===== src/rtl/pc_fetch_unit_pkg.sv =====
// Shared types and constants for the PC/fetch sequencer: FSM encoding, fault causes, word size.
// Pure declarations; no latency or flow-control behaviour of its own.
package pc_fetch_unit_pkg;

  typedef enum logic [1:0] {
    ST_REQ   = 2'd0,
    ST_HOLD  = 2'd1,
    ST_FAULT = 2'd2
  } fetch_state_t;

  localparam logic FAULT_TIMEOUT  = 1'b0;
  localparam logic FAULT_MISALIGN = 1'b1;

  localparam int unsigned WORD_BYTES = 4;
  localparam int unsigned TO_CNT_W   = 8;

  function automatic logic [31:0] jump_target(input logic [31:0] pc_plus4,
                                              input logic [25:0] instr_index);
    return {pc_plus4[31:28], instr_index, 2'b00};
  endfunction

  function automatic logic word_misaligned(input logic [1:0] addr_lsb);
    return addr_lsb != 2'b00;
  endfunction

endpackage


===== src/rtl/pc_fetch_unit_next_pc_sel.sv =====
// Next-PC selection: jump_reg > jump > branch > sequential, plus jr alignment flag.
// Purely combinational, zero latency; no flow control.
module pc_fetch_unit_next_pc_sel
  import pc_fetch_unit_pkg::*;
(
  input  logic [31:0] pc_plus4,
  input  logic [31:0] se_immediate,
  input  logic [25:0] instr_index,
  input  logic        branch_taken,
  input  logic        jump,
  input  logic        jump_reg,
  input  logic [31:0] jr_addr,
  output logic [31:0] next_pc,
  output logic        misaligned
);

  logic [31:0] branch_target;

  // Word offset scaled to bytes; overflow wraps silently.
  assign branch_target = pc_plus4 + (se_immediate << 2);

  always_comb begin
    next_pc    = pc_plus4;
    misaligned = 1'b0;
    if (jump_reg) begin
      next_pc    = jr_addr;
      misaligned = word_misaligned(jr_addr[1:0]);
    end else if (jump) begin
      next_pc = jump_target(pc_plus4, instr_index);
    end else if (branch_taken) begin
      next_pc = branch_target;
    end
  end

endmodule


===== src/rtl/pc_fetch_unit.sv =====
// PC register, instruction register and req/ack fetch FSM with ack-timeout and jr-alignment faults.
// Fetch latency >= 1 cycle after retire; stall holds the instruction, imem_req waits on imem_ack.
module pc_fetch_unit
  import pc_fetch_unit_pkg::*;
#(
  parameter logic [31:0] RESET_PC    = 32'h0000_0000,
  parameter int unsigned TIMEOUT_CYC = 255
) (
  input  logic        clk,
  input  logic        rst_n,
  output logic        imem_req,
  output logic [31:0] imem_addr,
  input  logic        imem_ack,
  input  logic [31:0] imem_rdata,
  output logic [31:0] instr,
  output logic        instr_valid,
  output logic [15:0] immediate,
  input  logic [31:0] se_immediate,
  input  logic        branch_taken,
  input  logic        jump,
  input  logic        jump_reg,
  input  logic [31:0] jr_addr,
  input  logic        advance,
  input  logic        stall,
  output logic [31:0] pc,
  output logic [31:0] pc_plus4,
  output logic        fetch_fault,
  output logic        fault_cause
);

  localparam logic [TO_CNT_W-1:0] TO_LAST = TO_CNT_W'(TIMEOUT_CYC - 1);

  fetch_state_t        state_q;
  fetch_state_t        state_d;
  logic                started_q;
  logic [TO_CNT_W-1:0] to_cnt_q;
  logic [31:0]         pc_q;
  logic [31:0]         instr_q;
  logic                instr_valid_q;
  logic                fault_q;
  logic                cause_q;

  logic [31:0] next_pc;
  logic        misaligned;
  logic        fetch_done;
  logic        req_wait;
  logic        timeout_hit;
  logic        retire_ok;
  logic        retire_bad;

  pc_fetch_unit_next_pc_sel u_next_pc_sel (
    .pc_plus4     (pc_plus4),
    .se_immediate (se_immediate),
    .instr_index  (instr_q[25:0]),
    .branch_taken (branch_taken),
    .jump         (jump),
    .jump_reg     (jump_reg),
    .jr_addr      (jr_addr),
    .next_pc      (next_pc),
    .misaligned   (misaligned)
  );

  always_ff @(posedge clk or negedge rst_n) begin
    if (!rst_n) begin
      state_q <= ST_REQ;
    end else begin
      state_q <= state_d;
    end
  end

  // started_q keeps the request low for the first cycle out of reset, which also
  // discards any ack still in flight from before the reset.
  always_comb begin
    state_d     = state_q;
    imem_req    = 1'b0;
    fetch_done  = 1'b0;
    req_wait    = 1'b0;
    timeout_hit = 1'b0;
    retire_ok   = 1'b0;
    retire_bad  = 1'b0;
    case (state_q)
      ST_REQ: begin
        imem_req    = started_q;
        fetch_done  = started_q && imem_ack;
        req_wait    = started_q && !imem_ack;
        timeout_hit = req_wait && (to_cnt_q == TO_LAST);
        if (fetch_done) begin
          state_d = ST_HOLD;
        end else if (timeout_hit) begin
          state_d = ST_FAULT;
        end
      end
      ST_HOLD: begin
        retire_ok  = advance && !stall && !misaligned;
        retire_bad = advance && !stall && misaligned;
        if (retire_bad) begin
          state_d = ST_FAULT;
        end else if (retire_ok) begin
          state_d = ST_REQ;
        end
      end
      ST_FAULT: begin
        state_d = ST_FAULT;
      end
      default: begin
        state_d = ST_FAULT;
      end
    endcase
  end

  always_ff @(posedge clk or negedge rst_n) begin
    if (!rst_n) begin
      started_q     <= 1'b0;
      to_cnt_q      <= '0;
      pc_q          <= RESET_PC;
      instr_q       <= '0;
      instr_valid_q <= 1'b0;
      fault_q       <= 1'b0;
      cause_q       <= 1'b0;
    end else begin
      started_q <= 1'b1;

      if (fetch_done) begin
        instr_q       <= imem_rdata;
        instr_valid_q <= 1'b1;
        to_cnt_q      <= '0;
      end else if (req_wait) begin
        to_cnt_q <= to_cnt_q + 1'b1;
      end

      if (timeout_hit) begin
        fault_q <= 1'b1;
        cause_q <= FAULT_TIMEOUT;
      end

      if (retire_ok) begin
        pc_q          <= next_pc;
        instr_valid_q <= 1'b0;
      end

      // A misaligned jr target leaves pc on the offending instruction for debug.
      if (retire_bad) begin
        fault_q       <= 1'b1;
        cause_q       <= FAULT_MISALIGN;
        instr_valid_q <= 1'b0;
      end
    end
  end

  assign pc          = pc_q;
  assign pc_plus4    = pc_q + 32'(WORD_BYTES);
  assign imem_addr   = pc_q;
  assign instr       = instr_q;
  assign instr_valid = instr_valid_q;
  assign immediate   = instr_q[15:0];
  assign fetch_fault = fault_q;
  assign fault_cause = cause_q;

endmodule

===== config.mk =====
export PLATFORM = sky130hd
export DESIGN_NAME = pc_fetch_unit
export DESIGN_NICKNAME = d
export VERILOG_FILES = /design/src/rtl/pc_fetch_unit_pkg.sv /design/src/rtl/pc_fetch_unit_next_pc_sel.sv /design/src/rtl/pc_fetch_unit.sv
export SDC_FILE = /design/constraint.sdc
export NUM_CORES = 1
export LEC_CHECK = 0
export BUFFER_PORTS_ARGS = -buffer_cell sky130_fd_sc_hd__buf_2
export CAP_MARGIN = 20
export CORE_MARGIN = 4
export CORE_UTILIZATION = 45
export DETAILED_ROUTE_END_ITERATION = 10
export HOLD_SLACK_MARGIN = 0.08
export PLACE_DENSITY = 0.78
export SLEW_MARGIN = 20
export SYNTH_ARGS = -nofsm -noshare
export SYNTH_HDL_FRONTEND = slang
export SYNTH_SLANG_ARGS = --single-unit

===== constraint.sdc =====
create_clock -name clk -period 12.3 [get_ports clk]
set_clock_uncertainty 0.1 [all_clocks]
set_input_delay 1.23 -clock clk [delete_from_list [all_inputs] [get_ports clk]]
set_output_delay 1.23 -clock clk [all_outputs]
set_load 0.03 [all_outputs]

### Word-level counts from Yosys, hierarchy flattened

Cells that the tools add are included.

| cells by class | value |
|---|---|
| add/sub/neg operators | 3 |
| multiply operators | 0 |
| div/mod/pow operators | 0 |
| $lt $le $gt $ge | 0 |
| equal/unequal tests | 4 |
| shift-type cells | 0 |
| mux-type cells | 24 |
| bitwise operators | 0 |
| reductions and logical operators | 15 |

Operators by type and width:

| operator | count |
|---|---|
| $mux 32 | 3 |
| $add 32x3->32 const B | 1 |
| $add 32x32->32 | 1 |
| $mux 8 | 2 |
| $mux 1 | 14 |
| $add 8x1->8 const B | 1 |
| $eq 8x8->1 const B | 1 |
| $mux 2 | 4 |
| $logic_and 1x1->1 | 6 |
| $ne 3x3->1 const B | 2 |
| $reduce_bool 2->1 | 3 |
| $pmux 2 s2 | 1 |
| $logic_not 1->1 | 3 |
| $reduce_bool 3->1 | 1 |
| $eq 2x1->1 const B | 1 |
| $logic_not 2->1 | 1 |
| $reduce_and 2->1 | 1 |

| word-level totals | value |
|---|---|
| register bits | 78 |
| bits in latches | 0 |
| RAM bits | 0 |
| ROM bits | 0 |
| input port bits | 104 |
| output and inout port bits | 148 |
| word-level logic and storage cells | 54 |
| memories kept | 0 |

### Logic depth before layout (Yosys ltp)

| logic depth | value |
|---|---|
| depth after elaboration | 7 |
| depth in mapped cells | 16 |
| mapped depth without buffers | 16 |

### Hierarchy

A second synthesis with hierarchy kept.

| unflattened totals | value |
|---|---|
| cells, all modules | 681 |
| area total of the unflattened synthesis | 6397.4 um^2 |

Modules (own cells, without submodules):

| module | instances | cells an instance | area an instance (um^2) | seq. area each (um^2) |
|---|---|---|---|---|
| pc_fetch_unit | 1 | 340 | 4061.4 | 1951.9 |
| pc_fetch_unit_next_pc_sel | 1 | 341 | 2336.0 | 0.0 |

### Worst setup path before layout

Ideal clock, no wire load.

| timing path | value |
|---|---|
| kind | flip-flop to flip-flop |
| start point | register pc_q[3], in the netlist imem_addr[3] |
| end point | register pc_q[31], in the netlist imem_addr[31] |
| library setup time | 92 ps |
| arrival time | 4454 ps |
| required time | 12108 ps |
| setup slack | 7654 ps |
| cell stages (with the launch flop) | 17 |
| path buffers | 0 |
| clock period less this slack | 4646 ps |
| path through | dfrtp_1 ha_1 inv_1 nor2_1 and4bb_2 nand3_1 xnor2_1 ha_1 a21o_1 a21o_1 a21o_1 a221o_1 a22o_1 a31o_1 or3_1 and4_4 o31ai_2 |

| between the ends | value |
|---|---|
| word-level cells in the longest chain between the ends | 5 |

RTL lines:

| what | line | text |
|---|---|---|
| from (decl) | pc_fetch_unit.sv:37 | `logic [31:0] pc_q;` |
| from (signal assigned) | pc_fetch_unit.sv:137 | `pc_q <= next_pc;` |
| $add 32x3->32 | pc_fetch_unit.sv:151 | `assign pc_plus4 = pc_q + 32'(WORD_BYTES);` |
| named net pc_plus4[22] | pc_fetch_unit.sv:26 | `output logic [31:0] pc_plus4,` |
| $add 32x32->32 | pc_fetch_unit_next_pc_sel.sv:20 | `assign branch_target = pc_plus4 + (se_immediate << 2);` |
| $mux 32 | pc_fetch_unit_next_pc_sel.sv:30 | `end else if (branch_taken) begin` |
| $mux 32 | pc_fetch_unit_next_pc_sel.sv:28 | `end else if (jump) begin` |
| $mux 32 | pc_fetch_unit_next_pc_sel.sv:25 | `if (jump_reg) begin` |

The timed path passes the listed nets, and every way through them passes these cells.
A chain may end at the register's enable or synchronous reset.

### Worst setup path after layout

| timing path | value |
|---|---|
| start point | register pc_q[7], in the netlist imem_addr[7] |
| end point | register pc_q[31], in the netlist imem_addr[31] |

| between the ends | value |
|---|---|
| word-level cells in the longest chain between the ends | 5 |

RTL lines:

| what | line |
|---|---|
| $add 32x3->32 * | pc_fetch_unit.sv:151 |
| $add 32x32->32 | pc_fetch_unit_next_pc_sel.sv:20 |
| $mux 32 | pc_fetch_unit_next_pc_sel.sv:30 |
| $mux 32 * | pc_fetch_unit_next_pc_sel.sv:28 |
| $mux 32 * | pc_fetch_unit_next_pc_sel.sv:25 |

Mark *: on every way between the ends. The rest lies on a longest branch, timed or not.

==> metrics.log <==
[metrics] max_cap viols: 0
[metrics] Fin Setup TNS: 0 ns
[metrics] Synthesized Nets: 868
[metrics] timing startpoint of the critical path: imem_addr[7]
[metrics] clock tree sinks: 78
[metrics] CTS root buffer: sky130_fd_sc_hd__clkbuf_16
[metrics] hold_buf cts: 0
[metrics] nature of the critical path endpoint: flop
[metrics] warning count from the yosys run: 0
[metrics] share of flip-flops with an asynchronous set or reset: 1.000
[metrics] category of the worst setup path launch point: flop
[metrics] first-pass GRT wire length: 30790 um
[metrics] vias per cell: 5.663
[metrics] top_reg_cell synth: sky130_fd_sc_hd__dfrtp_1
[metrics] layout cells sized above 1: 0.3410
[metrics] final HPWL from detailed placement: 15470 um
[metrics] number of buffers inserted during clock tree synthesis: 9
[metrics] sequential element share of the synthesized area: 0.3106
[metrics] Clock Pin Slew Worst Setup and Hold Paths: 0.06 ns
[metrics] buffers and inverters on the worst path: 0
[metrics] Detailed Route WL: 19870 um
[metrics] via count of the first global-routing pass: 5746
[metrics] CTS tree: done
[metrics] result of the run: completed
[metrics] power density cells: 302.0 mW/mm2
[metrics] # DRC: 0
[metrics] # resized after CTS: 0
[metrics] cell area after technology mapping: 0.006284 mm2
[metrics] Peak VDD IR: 166.8 uV
[metrics] critical path class: flop to flop
[metrics] DRC violation total after the first TritonRoute iteration: 470
[metrics] Longest Clk Path Bufs: 2
[metrics] Die Y: 126.2 um
[metrics] count of state elements after synthesis: 78
[metrics] synthesized instance count: 725
[metrics] total power: 0.002292 W
[metrics] DRT Pass-1 Iters: 5
[metrics] starting density of the core: 0.4671
[metrics] maximum frequency from static timing analysis: 216.6 MHz
[metrics] static leakage: 3.807 nW
[metrics] global-route total usage across every layer: 0.2389
[metrics] Post-Synthesis Mean Instance Area: 8.667 um2
[metrics] worst-path maximum fanout: 8
[metrics] slew at the pin closest to its max-slew limit: 0.9581 ns
[metrics] Layout Area Growth over Synthesis: 20.75%
[metrics] total number of vias: 6195
[metrics] count of antenna-violating nets left after detailed routing: 0
[metrics] cell breakdown of the critical path: and4_1, and4_1, nand3_1, nor2_1, nand2_1, xnor2_1, ha_1, a21o_1, a21o_1, a221o_1, a22o_1, a31o_1, or3_1, and4_4, o31ai_2
[metrics] family with the most delay on the worst path: simple AND/OR/NAND/NOR gates
[metrics] Hold WS: 0.3820 ns
[metrics] I/O pin cnt: 252
[metrics] final routed wire length divided by cell count: 18.16 um
[metrics] Max Transition Viols Final: 0
[metrics] Layout Nets: 1053
[metrics] setup repair after global routing missed its margin: false
[metrics] number of H-tree branching levels: 3
[metrics] antenna violations before repair: 5
[metrics] Required @ worst endpoint: 12.44 ns
[metrics] total congestion overflow after global routing: 0
[metrics] Netlist cell types: 66
[metrics] clock latency reported for the late side of the worst-skew pair: 0.33 ns
[metrics] final setup slack of the worst path: 7.683 ns
[metrics] min-delay src: instr_valid
[metrics] final core utilization: 0.5640
[metrics] fill cell instance count of the final layout: 1314
[metrics] master of the slowest instance on the critical path: sky130_fd_sc_hd__dfrtp_1
[metrics] area inside the core boundary: 0.01345 mm2
[metrics] number of enable flip-flop cells after synthesis: 0
[metrics] DIE AREA: 0.01592 mm2
[metrics] Die W: 126.2 um
[metrics] Setup Viol. Count Final: 0
[metrics] Post-Place Worst Slack: 7.751 ns
[metrics] final weighted congestion in routability-driven placement: 0.9526
[metrics] number of buffers inserted by post-CTS setup repair: 0
[metrics] worst rel slew slack: 0.3612
[metrics] final critical path time including I/O delays and setup: 4.617 ns
[metrics] ratio of final minimum period to clock period: 0.3754
[metrics] standard-cell rows: 42
[metrics] total of buffers placed on input and output ports: 249
[metrics] WP data arrival: 4.75 ns
[metrics] Max stage delay on crit path: 0.50 ns
[metrics] startpoint of the lowest-slack register-to-register path: imem_addr[7]
[metrics] type of the most critical hold path: flop to flop
[metrics] largest net degree at the start of global routing: 79
[metrics] number of hold violations in the final report: 0
[cell families (layout without fill, tap and decap cells)]
family / Yosys count / after routing / share of synthesized area
simple gates: 223 / 223 / 0.1760
compound gates: 203 / 203 / 0.2097
buf+inv: 94 / 284 / 0.08901
flops: 78 / 78 / 0.3106
xor+xnor: 49 / 49 / 0.06830
fa+ha+maj: 39 / 39 / 0.07885
mux: 38 / 38 / 0.06691
other cells: 1 / 4 / 0.0005968
[stage by stage]
stage	area [um2]	instances
6_report	7587	1094
5_1_grt	7587	1094
4_1_cts	7560	1090
3_5_place_dp	7268	1074
3_3_place_gp	7268	1074
2_1_floorplan	6284	725
[worst reg2reg max path, delay by kind of cell, from the launching register on]
kind	cells	cell delay, ns
AO/OA/AOI/OAI	6	1.29
XOR/XNOR	1	0.42
adder cells (fa/ha/maj)	1	0.36
flip-flops	1	0.50
AND/OR/NAND/NOR	7	1.85
[per-layer routing]
metal | part of all wire | up-vias | GRT usage
li1 | - | 2966 | -
met1 | 0.44 | 2926 | 0.3417
met2 | 0.46 | 271 | 0.3728
met3 | 0.083 | 28 | 0.04445
met4 | 0.020 | 4 | 0.06246
met5 | 0.0013 | - | 0
[cell type report]
cell class	count	area (um2)	area share
well taps	176	220.2	0.02902
multi-input cells	553	3772	0.4972
clock inverters	6	62.56	0.008245
flip-flops and latches	78	1952	0.2573
diodes	3	7.507	0.0009894
clock buffers	10	229.0	0.03018
repair buffers	252	1284	0.1692
inverters	16	60.06	0.007916
[flip-flops by register name (all words and copies together), names as in the netlist]
register,flops
fault_cause,1
instr,32
imem_addr,32
state_q,2
instr_valid,1
fetch_fault,1
started_q,1
to_cnt_q,8
[where the power goes]
| group | leakage (nW) | switching [W] | internal [W] |
|---|---|---|---|
| Combinational | 2.73 | 0.000986 | 0.000506 |
| Clock | 0.135 | 0.000104 | 0.000156 |
| Sequential | 0.938 | 0.000168 | 0.000371 |
| Total | 3.81 | 0.00126 | 0.00103 |
[final timing paths]
path / end / slack [ns] / depth (start not counted)
worst min register to register: instr_valid / 0.38 / 1
max in group asynchronous: imem_addr[20] / 10.75 / 2
min in group asynchronous: instr[31] / 0.76 / 1
worst min-delay path: instr_valid / 0.38 / 1
worst max register to register: imem_addr[31] / 7.68 / 15
worst max-delay path: imem_addr[31] / 7.68 / 15
[synthesized netlist by cell type, types with 22 or more instances]
cell type	count	area, um2
sky130_fd_sc_hd__a21o_1	25	187.7
sky130_fd_sc_hd__a21oi_1	56	280.3
sky130_fd_sc_hd__buf_4	51	382.9
sky130_fd_sc_hd__clkbuf_1	22	82.58
sky130_fd_sc_hd__dfrtp_1	78	1952
sky130_fd_sc_hd__ha_1	38	475.5
sky130_fd_sc_hd__mux2_2	32	360.4
sky130_fd_sc_hd__nand2_1	58	217.7
sky130_fd_sc_hd__nor2_1	55	206.5
sky130_fd_sc_hd__o21ai_0	39	195.2
sky130_fd_sc_hd__xnor2_1	34	297.8
[placed cells by master (no fill, tap or decap), drive strengths merged, types with 3 or more instances in the layout]
cell	count
nor2	55
clkinv	3
mux2	32
a221oi	7
and2	8
clkbuf	10
clkinvlp	3
diode	3
a21oi	56
mux2i	6
nand3	21
dfrtp	78
or3	9
nor3	13
a211oi	7
nand2b	7
o21a	9
a31oi	13
buf	252
a31o	3
and3	22
nand3b	7
a221o	4
and4	3
nand2	58
o21bai	3
o211a	4
o211ai	3
nand4	10
ha	38
xnor2	34
xor2	15
o21ai	42
a2111oi	3
a21o	26
o22ai	3
inv	15
o31ai	8
Note: power is estimated with default switching activity, not from simulation.
